`config.mk`:
```
export PLATFORM = sky130hd
export DESIGN_NAME = baro_packetizer
export DESIGN_NICKNAME = d
export VERILOG_FILES = /design/src/rtl/baro_packetizer.sv
export SDC_FILE = /design/constraint.sdc
export NUM_CORES = 1
export LEC_CHECK = 0
export CAP_MARGIN = 20
export CORE_MARGIN = 1
export CORE_UTILIZATION = 45
export CTS_BUF_LIST = sky130_fd_sc_hd__clkbuf_4
export DETAILED_ROUTE_END_ITERATION = 6
export PLACE_DENSITY = 0.8
export SLEW_MARGIN = 20
export SYNTH_ARGS = -nofsm -noshare
export SYNTH_HDL_FRONTEND = slang
export SYNTH_SLANG_ARGS = --single-unit
```
`constraint.sdc`:
```
create_clock -name clk_in -period 6.2 [get_ports clk_in]
set_input_delay 0.93 -clock clk_in [delete_from_list [all_inputs] [get_ports clk_in]]
set_output_delay 0.93 -clock clk_in [all_outputs]
set_load 0.01 [all_outputs]
```
`src/rtl/baro_packetizer.sv`:
```
// Barometric sensor packetizer: snapshots PROM coefficients and ADC result
// on a conversion trigger and streams a framed, checksummed byte packet.
module baro_packetizer #(
    parameter logic [7:0] HDR0      = 8'hA5,
    parameter logic [7:0] HDR1      = 8'h5A,
    parameter logic [7:0] DATA_TYPE = 8'h01,
    parameter logic [7:0] ERR_TYPE  = 8'hE1,
    parameter bit         PROM_EN   = 1'b1
) (
    input  logic        clk_in,
    input  logic        reset_n,
    input  logic [15:0] prom_data0,
    input  logic [15:0] prom_data1,
    input  logic [15:0] prom_data2,
    input  logic [15:0] prom_data3,
    input  logic [15:0] prom_data4,
    input  logic [23:0] adc_data,
    input  logic        data_ok,
    input  logic        i2c_error,
    output logic [7:0]  out_data,
    output logic        out_valid,
    input  logic        out_ready,
    output logic        busy,
    output logic [7:0]  seq_num,
    output logic [7:0]  drop_cnt
);

    typedef enum logic [2:0] {
        S_IDLE,
        S_HDR0,
        S_HDR1,
        S_TYPE,
        S_SEQ,
        S_PAYLOAD,
        S_CSUM
    } state_t;

    localparam logic [3:0] LAST_IDX = PROM_EN ? 4'd12 : 4'd2;

    state_t      r_state;
    logic        r_ok_q;
    logic        r_err_q;
    logic [15:0] r_c1, r_c2, r_c3, r_c4, r_c5;
    logic [23:0] r_adc;
    logic        r_is_err;
    logic [3:0]  r_idx;
    logic [7:0]  r_sum;
    logic [7:0]  r_data;
    logic        r_valid;
    logic [7:0]  r_seq;
    logic [7:0]  r_drop;

    state_t      w_state_nxt;
    logic        w_is_err_nxt;
    logic [3:0]  w_idx_nxt;
    logic [7:0]  w_sum_nxt;
    logic [7:0]  w_data_nxt;
    logic        w_valid_nxt;
    logic [7:0]  w_seq_nxt;
    logic [7:0]  w_drop_nxt;
    logic        w_cap;
    logic        w_ok_rise;
    logic        w_err_rise;
    logic        w_trig;
    logic        w_acc;
    logic [7:0]  w_sum_add;
    logic [3:0]  w_pay_sel;
    logic [7:0]  w_pay_byte;

    assign w_ok_rise  = data_ok & ~r_ok_q;
    assign w_err_rise = i2c_error & ~r_err_q;
    assign w_trig     = w_ok_rise | w_err_rise;
    assign w_acc      = r_valid & out_ready;
    assign w_sum_add  = r_sum + r_data;
    assign w_pay_sel  = (r_state == S_SEQ) ? 4'd0 : r_idx + 4'd1;

    // Payload byte selected for loading on the next accepted byte
    always_comb begin
        w_pay_byte = '0;
        if (PROM_EN) begin
            case (w_pay_sel)
                4'd0:    w_pay_byte = r_c1[15:8];
                4'd1:    w_pay_byte = r_c1[7:0];
                4'd2:    w_pay_byte = r_c2[15:8];
                4'd3:    w_pay_byte = r_c2[7:0];
                4'd4:    w_pay_byte = r_c3[15:8];
                4'd5:    w_pay_byte = r_c3[7:0];
                4'd6:    w_pay_byte = r_c4[15:8];
                4'd7:    w_pay_byte = r_c4[7:0];
                4'd8:    w_pay_byte = r_c5[15:8];
                4'd9:    w_pay_byte = r_c5[7:0];
                4'd10:   w_pay_byte = r_adc[23:16];
                4'd11:   w_pay_byte = r_adc[15:8];
                4'd12:   w_pay_byte = r_adc[7:0];
                default: w_pay_byte = '0;
            endcase
        end else begin
            case (w_pay_sel)
                4'd0:    w_pay_byte = r_adc[23:16];
                4'd1:    w_pay_byte = r_adc[15:8];
                4'd2:    w_pay_byte = r_adc[7:0];
                default: w_pay_byte = '0;
            endcase
        end
    end

    always_comb begin
        w_state_nxt  = r_state;
        w_is_err_nxt = r_is_err;
        w_idx_nxt    = r_idx;
        w_sum_nxt    = r_sum;
        w_data_nxt   = r_data;
        w_valid_nxt  = r_valid;
        w_seq_nxt    = r_seq;
        w_drop_nxt   = r_drop;
        w_cap        = 1'b0;

        if (w_trig && r_state != S_IDLE && r_drop != 8'hFF)
            w_drop_nxt = r_drop + 8'd1;

        unique case (r_state)
            S_IDLE: begin
                if (w_trig) begin
                    w_cap        = 1'b1;
                    w_is_err_nxt = w_err_rise;
                    w_sum_nxt    = '0;
                    w_data_nxt   = HDR0;
                    w_valid_nxt  = 1'b1;
                    w_state_nxt  = S_HDR0;
                end
            end
            S_HDR0: begin
                if (w_acc) begin
                    w_data_nxt  = HDR1;
                    w_state_nxt = S_HDR1;
                end
            end
            S_HDR1: begin
                if (w_acc) begin
                    w_data_nxt  = r_is_err ? ERR_TYPE : DATA_TYPE;
                    w_state_nxt = S_TYPE;
                end
            end
            S_TYPE: begin
                if (w_acc) begin
                    w_sum_nxt   = w_sum_add;
                    w_data_nxt  = r_seq;
                    w_state_nxt = S_SEQ;
                end
            end
            S_SEQ: begin
                if (w_acc) begin
                    w_sum_nxt = w_sum_add;
                    if (r_is_err) begin
                        w_data_nxt  = w_sum_add;
                        w_state_nxt = S_CSUM;
                    end else begin
                        w_idx_nxt   = '0;
                        w_data_nxt  = w_pay_byte;
                        w_state_nxt = S_PAYLOAD;
                    end
                end
            end
            S_PAYLOAD: begin
                if (w_acc) begin
                    w_sum_nxt = w_sum_add;
                    if (r_idx == LAST_IDX) begin
                        w_data_nxt  = w_sum_add;
                        w_state_nxt = S_CSUM;
                    end else begin
                        w_idx_nxt  = r_idx + 4'd1;
                        w_data_nxt = w_pay_byte;
                    end
                end
            end
            S_CSUM: begin
                if (w_acc) begin
                    w_data_nxt  = '0;
                    w_valid_nxt = 1'b0;
                    w_seq_nxt   = r_seq + 8'd1;
                    w_state_nxt = S_IDLE;
                end
            end
            default: begin
                w_valid_nxt = 1'b0;
                w_state_nxt = S_IDLE;
            end
        endcase
    end

    always_ff @(posedge clk_in or negedge reset_n) begin
        if (!reset_n) begin
            r_state  <= S_IDLE;
            r_ok_q   <= 1'b0;
            r_err_q  <= 1'b0;
            r_c1     <= '0;
            r_c2     <= '0;
            r_c3     <= '0;
            r_c4     <= '0;
            r_c5     <= '0;
            r_adc    <= '0;
            r_is_err <= 1'b0;
            r_idx    <= '0;
            r_sum    <= '0;
            r_data   <= '0;
            r_valid  <= 1'b0;
            r_seq    <= '0;
            r_drop   <= '0;
        end else begin
            r_state  <= w_state_nxt;
            r_ok_q   <= data_ok;
            r_err_q  <= i2c_error;
            r_is_err <= w_is_err_nxt;
            r_idx    <= w_idx_nxt;
            r_sum    <= w_sum_nxt;
            r_data   <= w_data_nxt;
            r_valid  <= w_valid_nxt;
            r_seq    <= w_seq_nxt;
            r_drop   <= w_drop_nxt;
            if (w_cap) begin
                r_c1  <= prom_data0;
                r_c2  <= prom_data1;
                r_c3  <= prom_data2;
                r_c4  <= prom_data3;
                r_c5  <= prom_data4;
                r_adc <= adc_data;
            end
        end
    end

    assign out_data  = r_data;
    assign out_valid = r_valid;
    assign busy      = (r_state != S_IDLE);
    assign seq_num   = r_seq;
    assign drop_cnt  = r_drop;

endmodule

```
* Word level (Yosys, flattened, before mapping)
Index checks and enable logic that the tools add are counted.
** Storage, ports and cells
- Flip-flop bits (word level) :: 147
- Latch bits :: 0
- Bits in writable memories :: 0
- Bits in read-only memories :: 0
- Input port bits :: 109
- Output and inout bits :: 26
- Memories :: 0
** Operators by class
- $add $sub $neg :: 4
- $mul :: 0
- Divide/modulo/power cells :: 0
- Order comparisons :: 0
- Eq/ne operators :: 31
- Shift operators :: 0
- Multiplexer cells :: 36
- Bitwise operators :: 7
- Reduce and logical (&&, ||, !) cells :: 17
** Operator list (count)
- 8-bit one-hot mux with 13 select lines :: 1
- 8-bit two-way mux :: 12
- 8-bit one-hot mux with 7 select lines :: 1
- 4-bit == test, second input constant :: 6
- 3-bit two-way mux :: 8
- 3-bit one-hot mux with 7 select lines :: 1
- 4-bit two-way mux :: 5
- 2-bit != test, second input constant :: 10
- 8-bit by 1-bit adder with 8-bit output, second input constant :: 2
- 4-bit by 3-bit == test with 1-bit output, second input constant :: 4
- 8-bit one-hot mux with 2 select lines :: 1
- 8-bit AND reduction :: 2
- 3-bit == test, second input constant :: 3
- 8-bit adder :: 1
- 4-bit by 2-bit == test with 1-bit output, second input constant :: 2
- 8-bit != test, second input constant :: 1
- 4-bit one-hot mux with 2 select lines :: 1
- 7-bit nonzero test :: 1
- 3-bit by 2-bit == test with 1-bit output, second input constant :: 2
- 3-bit AND reduction :: 2
- 5-bit AND reduction :: 1
- 5-bit OR reduction :: 1
- 4-bit by 1-bit adder with 4-bit output, second input constant :: 1
- 4-bit by 1-bit == test with 1-bit output, second input constant :: 1
- other kinds (15) :: 25

* Logic depth before layout (Yosys ltp)
Gate-level depths: netlist (run 1).
- Depth in word-level cells :: 7
- Depth in mapped cells :: 12
- Depth with buffers taken out :: 8

* Worst setup path after synthesis (run 1)
No wires, ideal clock.
- Path kind :: reg2reg
- Start point :: register r_idx[0]
- End point :: register r_data[5] (netlist: out_data[5])
- Library setup time :: 0.133 ns
- Data arrival time :: 2.347 ns
- Data required time :: 6.067 ns
- Setup slack :: 3.720 ns
- Stages on the path, launching flop included :: 12
- Cell sequence :: dfrtp_1 -> buf_2 -> inv_1 -> ha_1 -> buf_2 -> nor2b_1 -> a41o_1 -> or2_0 -> buf_2 -> a221o_1 -> o41ai_1 -> a31oi_1
** Between the ends
- Longest elaborated chain between the ends :: 7
- Elaborated cells on any way between the ends :: 22
- Those cells by class :: add/sub: 1; eq/ne: 13; mux: 7; reduce/logical: 1
** RTL lines
- start: declaration :: line 46 : logic [3:0] r_idx;
- start signal: assignment :: line 214 : r_idx <= w_idx_nxt;
- 4-bit by 1-bit adder with 4-bit output :: line 75 : assign w_pay_sel = (r_state == S_SEQ) ? 4'd0 : r_idx + 4'd1;
- 4-bit two-way mux :: line 75
- 4-bit == test, or another cell as far along :: line 81 : case (w_pay_sel)
- 8-bit one-hot mux with 13 select lines :: line 81
- 8-bit two-way mux (on tied branches) :: line 167, 154
- 8-bit two-way mux (on tied branches) :: line 165, 152
- 8-bit one-hot mux with 7 select lines (*) :: line 121 : unique case (r_state)
- end signal: assignment :: line 216 : r_data <= w_data_nxt;
- end: declaration :: line 48 : logic [7:0] r_data;
Mark *: on every way between the ends. The rest lies on a longest branch, timed or not. The select of a mux whose other input is x is not followed.
A chain may end at the register's enable or synchronous reset.

* Worst setup path in the final report (run 1)
- Start point :: register r_state[2]
- End point :: output port busy
** Between the ends
- Longest elaborated chain between the ends :: 1
** RTL lines
- start: declaration :: line 40 : state_t r_state;
- start signal: assignment :: line 210 : r_state <= w_state_nxt;
- 3-bit nonzero test :: line 233 : assign busy = (r_state != S_IDLE);
- end: declaration :: line 23 : output logic busy,
No other way between the ends.

==> results_dict.tcl, run 1 <==
set metrics [dict create \
    core_um2 16000 \
    hold_buffers 0 \
    yosysWarnings 0 \
    clk_path_buf_depth 2 \
    synth.area.top_cells "dfrtp_1 50%, mux2_2 17%, nand2_1 2.2%, nand3_1 2.1%, o21ai_0 2.1%" \
    ys_async_sr_fraction 1.00 \
    cts_setup_buffers 0 \
    slowest_delay_ns 0.60 \
    start_kind "register" \
    peakVddDrop_v 0.000122 \
    synth_top_cell_area_share 0.495 \
    detailedPlace.worstSlack_ns 2.78 \
    path_cells "or2_1, nor2_2, inv_1, clkdlybuf4s50_1" \
    vias_per_cell 5.76 \
    period_share 0.561 \
    synthesis.instances 644 \
    cp.required_ns 5.27 \
    finalHoldViolations 0 \
    dp.cells 963 \
    powerDensity_nw_per_um2 200 \
    dp_hpwl_mm 13.6 \
    ctsResizeCount 0 \
    hp-class "in2async" \
    overflow 0 \
    drc_errors 0 \
    stdcell_count 996 \
    start_util 0.464 \
    grt_pass1_vias 5546 \
    cts-buffers-inserted 17 \
    wl_mm 18.6 \
    setup_ws_ns 2.72 \
    ys_dominant_reg_cell "dfrtp_1" \
    slew_headroom 0.299 \
    grt_setup_unrepaired "false" \
    syn_area_per_cell_um2 11.5 \
    finalSetupTns_ns 0 \
    drive_gt1_frac 0.205 \
    place.port_buffers 134 \
    core.rowCount 46 \
    cap_violations 0 \
    ant_nets 0 \
    syn_nets 765 \
    antenna_found_initial 1 \
    fin_area_um2 9260 \
    num-fill-cells 1410 \
    htreeDepth 4 \
    r2r_start "r_idx[0]" \
    final_nets 887 \
    r2r_cells 10 \
    cp_max_fo 19 \
    ys_ff_latch 147 \
    synth-edff-count 0 \
    grt_pass1_wl_mm 29.3 \
    p_leak_nw 4.18 \
    io_pins 135 \
    clk_pin_slew_worst_paths_ns 0.12 \
    tritoncts "built" \
    synthesis.area_um2 7430 \
    globalRouteTotalUtil 0.230 \
    grt_max_degree 95 \
    place_area_um2 8930 \
    setup_viol_count_final 0 \
    ys_seq_area_frac 0.495 \
    cts_sinks 147 \
    clk_latency_ns 0.57 \
    utilization 0.579 \
    synth_cell_types 67 \
    die_x_um 130 \
    path_class "reg2out" \
    finalClockSkew_ns 0.0132 \
    critPathCaptureType "output pin" \
    period_minus_slack_ns 3.48 \
    area_growth_pct 24.6 \
    worst_slew_pin_slew_ns 1.04 \
    vias 5733 \
    rrSetupSlack_ns 2.78 \
    reg2reg_to "out_data[5]" \
    maxSlewViolCount 0 \
    drtPass1Iterations 5 \
    slowest_stage "dfrtp_1" \
    routabilityCongestion 0.930 \
    outcome "finished clean" \
    die_h_um 130 \
    cp.arrival_ns 2.55 \
    drt_iter0_markers 606 \
    die_area_um2 17000 \
    timing.fmax_mhz 288 \
    cts_root_buffer "clkbuf_4" \
    avgRoutedWirePerCell_um 18.7 \
    synth_area_leader_cell "dfrtp_1" \
]
## cells by family (layout without fill, tap and decap cells)
family                     Yosys count  in the layout  synth area share
and+or+nand+nor                    154            154             0.108
buffers and inverters               54            189            0.0315
other                                0              1                 0
DFF                                147            147             0.495
xor gates and xnor gates            24             24            0.0303
muxes                              128            128             0.196
adders and majority gates           12             12            0.0212
AOI/OAI and AO/OA                  125            125             0.117
## per-layer routing
metal | part of all wire | track usage | vias up
met5 | 0 | 0 | -
met4 | 0.024 | 0.0784 | 0
met1 | 0.44 | 0.312 | 2824
met3 | 0.067 | 0.0542 | 38
li1 | - | - | 2622
met2 | 0.47 | 0.364 | 249
## how the worst max path moves through the flow
| stage | from | depth (start not counted) | slack [ns] | to |
|---|---|---|---|---|
| final | r_state[2] | 4 | 2.72 | busy |
| after global routing | r_state[2] | 4 | 2.55 | busy |
| after CTS | r_state[2] | 4 | 2.72 | busy |
| after detailed placement | i2c_error | 7 | 2.78 | out_data[0] |
| after global placement | i2c_error | 7 | 2.92 | out_data[0] |
| after floorplan | r_idx[0] | 11 | 3.72 | out_data[5] |
## per-stage QoR
stage / hold slack, ns / total power [mW]
finish: 0.381 / 1.85
global route: 0.437 / 1.93
CTS: 0.441 / 1.87
detailed placement: 0.490 / 1.20
global placement: 0.483 / 1.20
floorplan: 0.471 / 1.06
## worst max-delay path: cells and delay by family, from the launching register on
kind,cells,cell delay (ns)
buffers and inverters,2,0.64
DFF,1,0.60
and+or+nand+nor,2,0.74
## registers in the layout, summed over array words and instances, names as in the netlist
register,flops
r_adc,24
r_c1,16
r_c2,16
r_c3,16
r_c4,16
r_c5,16
drop_cnt,8
out_data,8
r_sum,8
seq_num,8
r_idx,4
r_state,3
out_valid,1
r_err_q,1
r_is_err,1
r_ok_q,1
## cells in the mapped netlist (11+ instances only)
library cell	number
inv_1	16
nor2_1	19
xnor2_1	16
mux2_2	111
ha_1	11
o21ai_0	31
dfrtp_1	147
nand2_1	43
mux2i_1	14
a21oi_1	17
nand3_1	31
buf_2	16
clkbuf_1	17
## final cells by class
| type | instances | area [um2] | area share |
|---|---|---|---|
| Clock inverter | 14 | 186 | 0.0201 |
| Antenna cell | 1 | 2.50 | 0.000270 |
| Clock buffer | 18 | 135 | 0.0146 |
| Inverter | 16 | 60.1 | 0.00649 |
| Sequential cell | 147 | 3680 | 0.397 |
| Multi-Input combinational cell | 443 | 3530 | 0.381 |
| Tap cell | 216 | 270 | 0.0292 |
| Timing Repair Buffer | 141 | 1400 | 0.151 |
## placed cells by master, fill, tap and decap left out, types with 7 or more instances in the layout
master / count
nand3_1: 31
a21oi_1: 17
clkdlybuf4s50_1: 133
mux2i_1: 14
o21ai_0: 31
nor2_1: 19
clkbuf_4: 18
and3_1: 7
buf_4: 7
mux2_2: 111
dfrtp_1: 147
xnor2_1: 16
nand2b_1: 7
ha_1: 11
a31oi_1: 7
nor2b_1: 7
nand2_1: 43
inv_1: 16
## report_power, final
part | leakage [nW] | internal [mW] | switching (mW)
clock network | 0.162 | 0.322 | 0.353
registers | 2.01 | 0.980 | 0.0232
logic | 2.01 | 0.114 | 0.0632
Power figures use the tool's default switching activity.
==> run 2, diff against run 1 <==
PLACE_DENSITY = 0.83   (was 0.8)
clock period = 2.8 ns   (was 6.2 ns; I/O delays follow)
==> run 2 against run 1 <==
Utilization grew 1.8 points. Non-clock buffer count grew 34. Cell count grew 3.3%. Sequential share of layout area shrank 1.2 points. Clock power grew 96%. Power grew 110%. First-iteration DRC count shrank 22%. Global-route usage grew 1.2 points. Critical path type is now reg2reg.
==> results_dict.tcl, run 2 (synthesis results as in run 1) <==
set metrics [dict create \
    outcome "finished clean" \
    timing.fmax_mhz 373 \
    layout_common_cells "147 x dfrtp_1, 133 x clkdlybuf4s50_1, 111 x mux2_2" \
    vias 5912 \
    cap_violations 0 \
    start_util 0.464 \
    largest_register_ffs 24 \
    drc_errors 0 \
    powerDensity_nw_per_um2 412 \
    grt_max_degree 64 \
    fin_area_um2 9550 \
    drt_iter0_markers 471 \
    globalRouteTotalUtil 0.242 \
    core.rowCount 46 \
    drtPass1Iterations 6 \
    critPathCaptureType "register" \
    core_um2 16000 \
    path_class "reg2reg" \
    cts_sinks 147 \
    clk_pin_slew_worst_paths_ns 0.13 \
    cts_root_buffer "clkbuf_4" \
    worst_slew_pin_slew_ns 0.962 \
    place.port_buffers 134 \
    top_register "r_adc" \
    cts-buffers-inserted 17 \
    avgRoutedWirePerCell_um 18.6 \
    drive_gt1_frac 0.237 \
    grt_pass1_wl_mm 30.9 \
    cp_max_fo 19 \
    overflow 0 \
    cp.required_ns 3.22 \
    routabilityCongestion 0.981 \
    p_leak_nw 4.36 \
    cp.arrival_ns 3.10 \
    finalClockSkew_ns 0.0213 \
    maxSlewViolCount 0 \
    diodes 0 \
    antenna_found_initial 0 \
    slew_headroom 0.354 \
    setup_viol_count_final 0 \
    die_area_um2 17000 \
    finalSetupTns_ns 0 \
    htreeDepth 4 \
    clk_path_buf_depth 2 \
    tritoncts "built" \
    clk_latency_ns 0.56 \
    final_nets 921 \
    io_pins 135 \
    grt_setup_unrepaired "false" \
    dp_hpwl_mm 14.7 \
    finalHoldViolations 0 \
    period_minus_slack_ns 2.68 \
    period_share 0.958 \
    die_h_um 130 \
    final_common_cell "dfrtp_1" \
    peakVddDrop_v 0.000296 \
    die_x_um 130 \
    wl_mm 19.2 \
    hp-class "in2reg" \
    start_kind "register" \
    grt_pass1_vias 5838 \
    area_growth_pct 28.6 \
    ant_nets 0 \
    vias_per_cell 5.75 \
    place_area_um2 9260 \
]
-- run 2: final timing paths --
check / start / to / slack, ns / cells after the start
setup / recovery: r_idx[0] / out_data[5] / 0.12 / 10
hold reg to reg: drop_cnt[5] / drop_cnt[5] / 0.49 / 1
setup reg to reg: r_idx[0] / out_data[5] / 0.12 / 10
max in group asynchronous: reset_n / r_c1[8] / 1.62 / 3
min in group asynchronous: reset_n / seq_num[6] / 0.40 / 2
hold / removal: data_ok / r_ok_q / 0.31 / 1
-- run 2: routing by layer --
layer / track usage / up-vias / part of all wire
li1: - / 2695 / -
met1: 0.319 / 2881 / 0.42
met2: 0.383 / 287 / 0.47
met3: 0.0554 / 49 / 0.072
met4: 0.110 / 0 / 0.031
met5: 0 / - / 0
-- run 2: final cells by class --
type                       count  area (um2)
clock inverter                14         136
timing repair buffer         175        1730
inverter                      16        60.1
sequential                   147        3680
tap                          216         270
clock buffer                  18         135
multi-input combinational    443        3540
fill                        1343        6450
-- run 2: stage by stage --
stage | std cells | power, mW | setup WS [ns] | util | hold slack (ns)
floorplan | 644 | 2.35 | 0.320 | - | 0.124
global placement | 996 | 2.66 | 0.247 | 0.578 | 0.434
detailed placement | 996 | 2.67 | 0.134 | 0.578 | 0.442
CTS | 1029 | 3.98 | 0.0849 | 0.596 | 0.267
global route | 1029 | 4.11 | 0.00952 | 0.597 | 0.274
finish | 1029 | 3.94 | 0.118 | 0.597 | 0.313
-- run 2: repair_timing --
item,CTS,global route
hold buffers,1,0
gates resized for setup,1,2
hold endpoints to repair,60,0
buffers inserted,0,0
setup endpoints to repair,1,2
-- run 2: worst max-delay path, stage by stage, from the launching register on --
cell,delay [ns]
dfrtp_1,0.42
inv_1,0.08
ha_2,0.41
buf_12,0.17
mux2i_1,0.21
o21ai_0,0.10
a32o_1,0.27
a221o_1,0.28
o41ai_1,0.37
buf_4,0.17
a31oi_1,0.08
-- run 2: power by group --
group	internal, mW	switching, mW
Combinational	0.257	0.142
Sequential	2.17	0.0528
Clock	0.534	0.781
Total	2.96	0.976
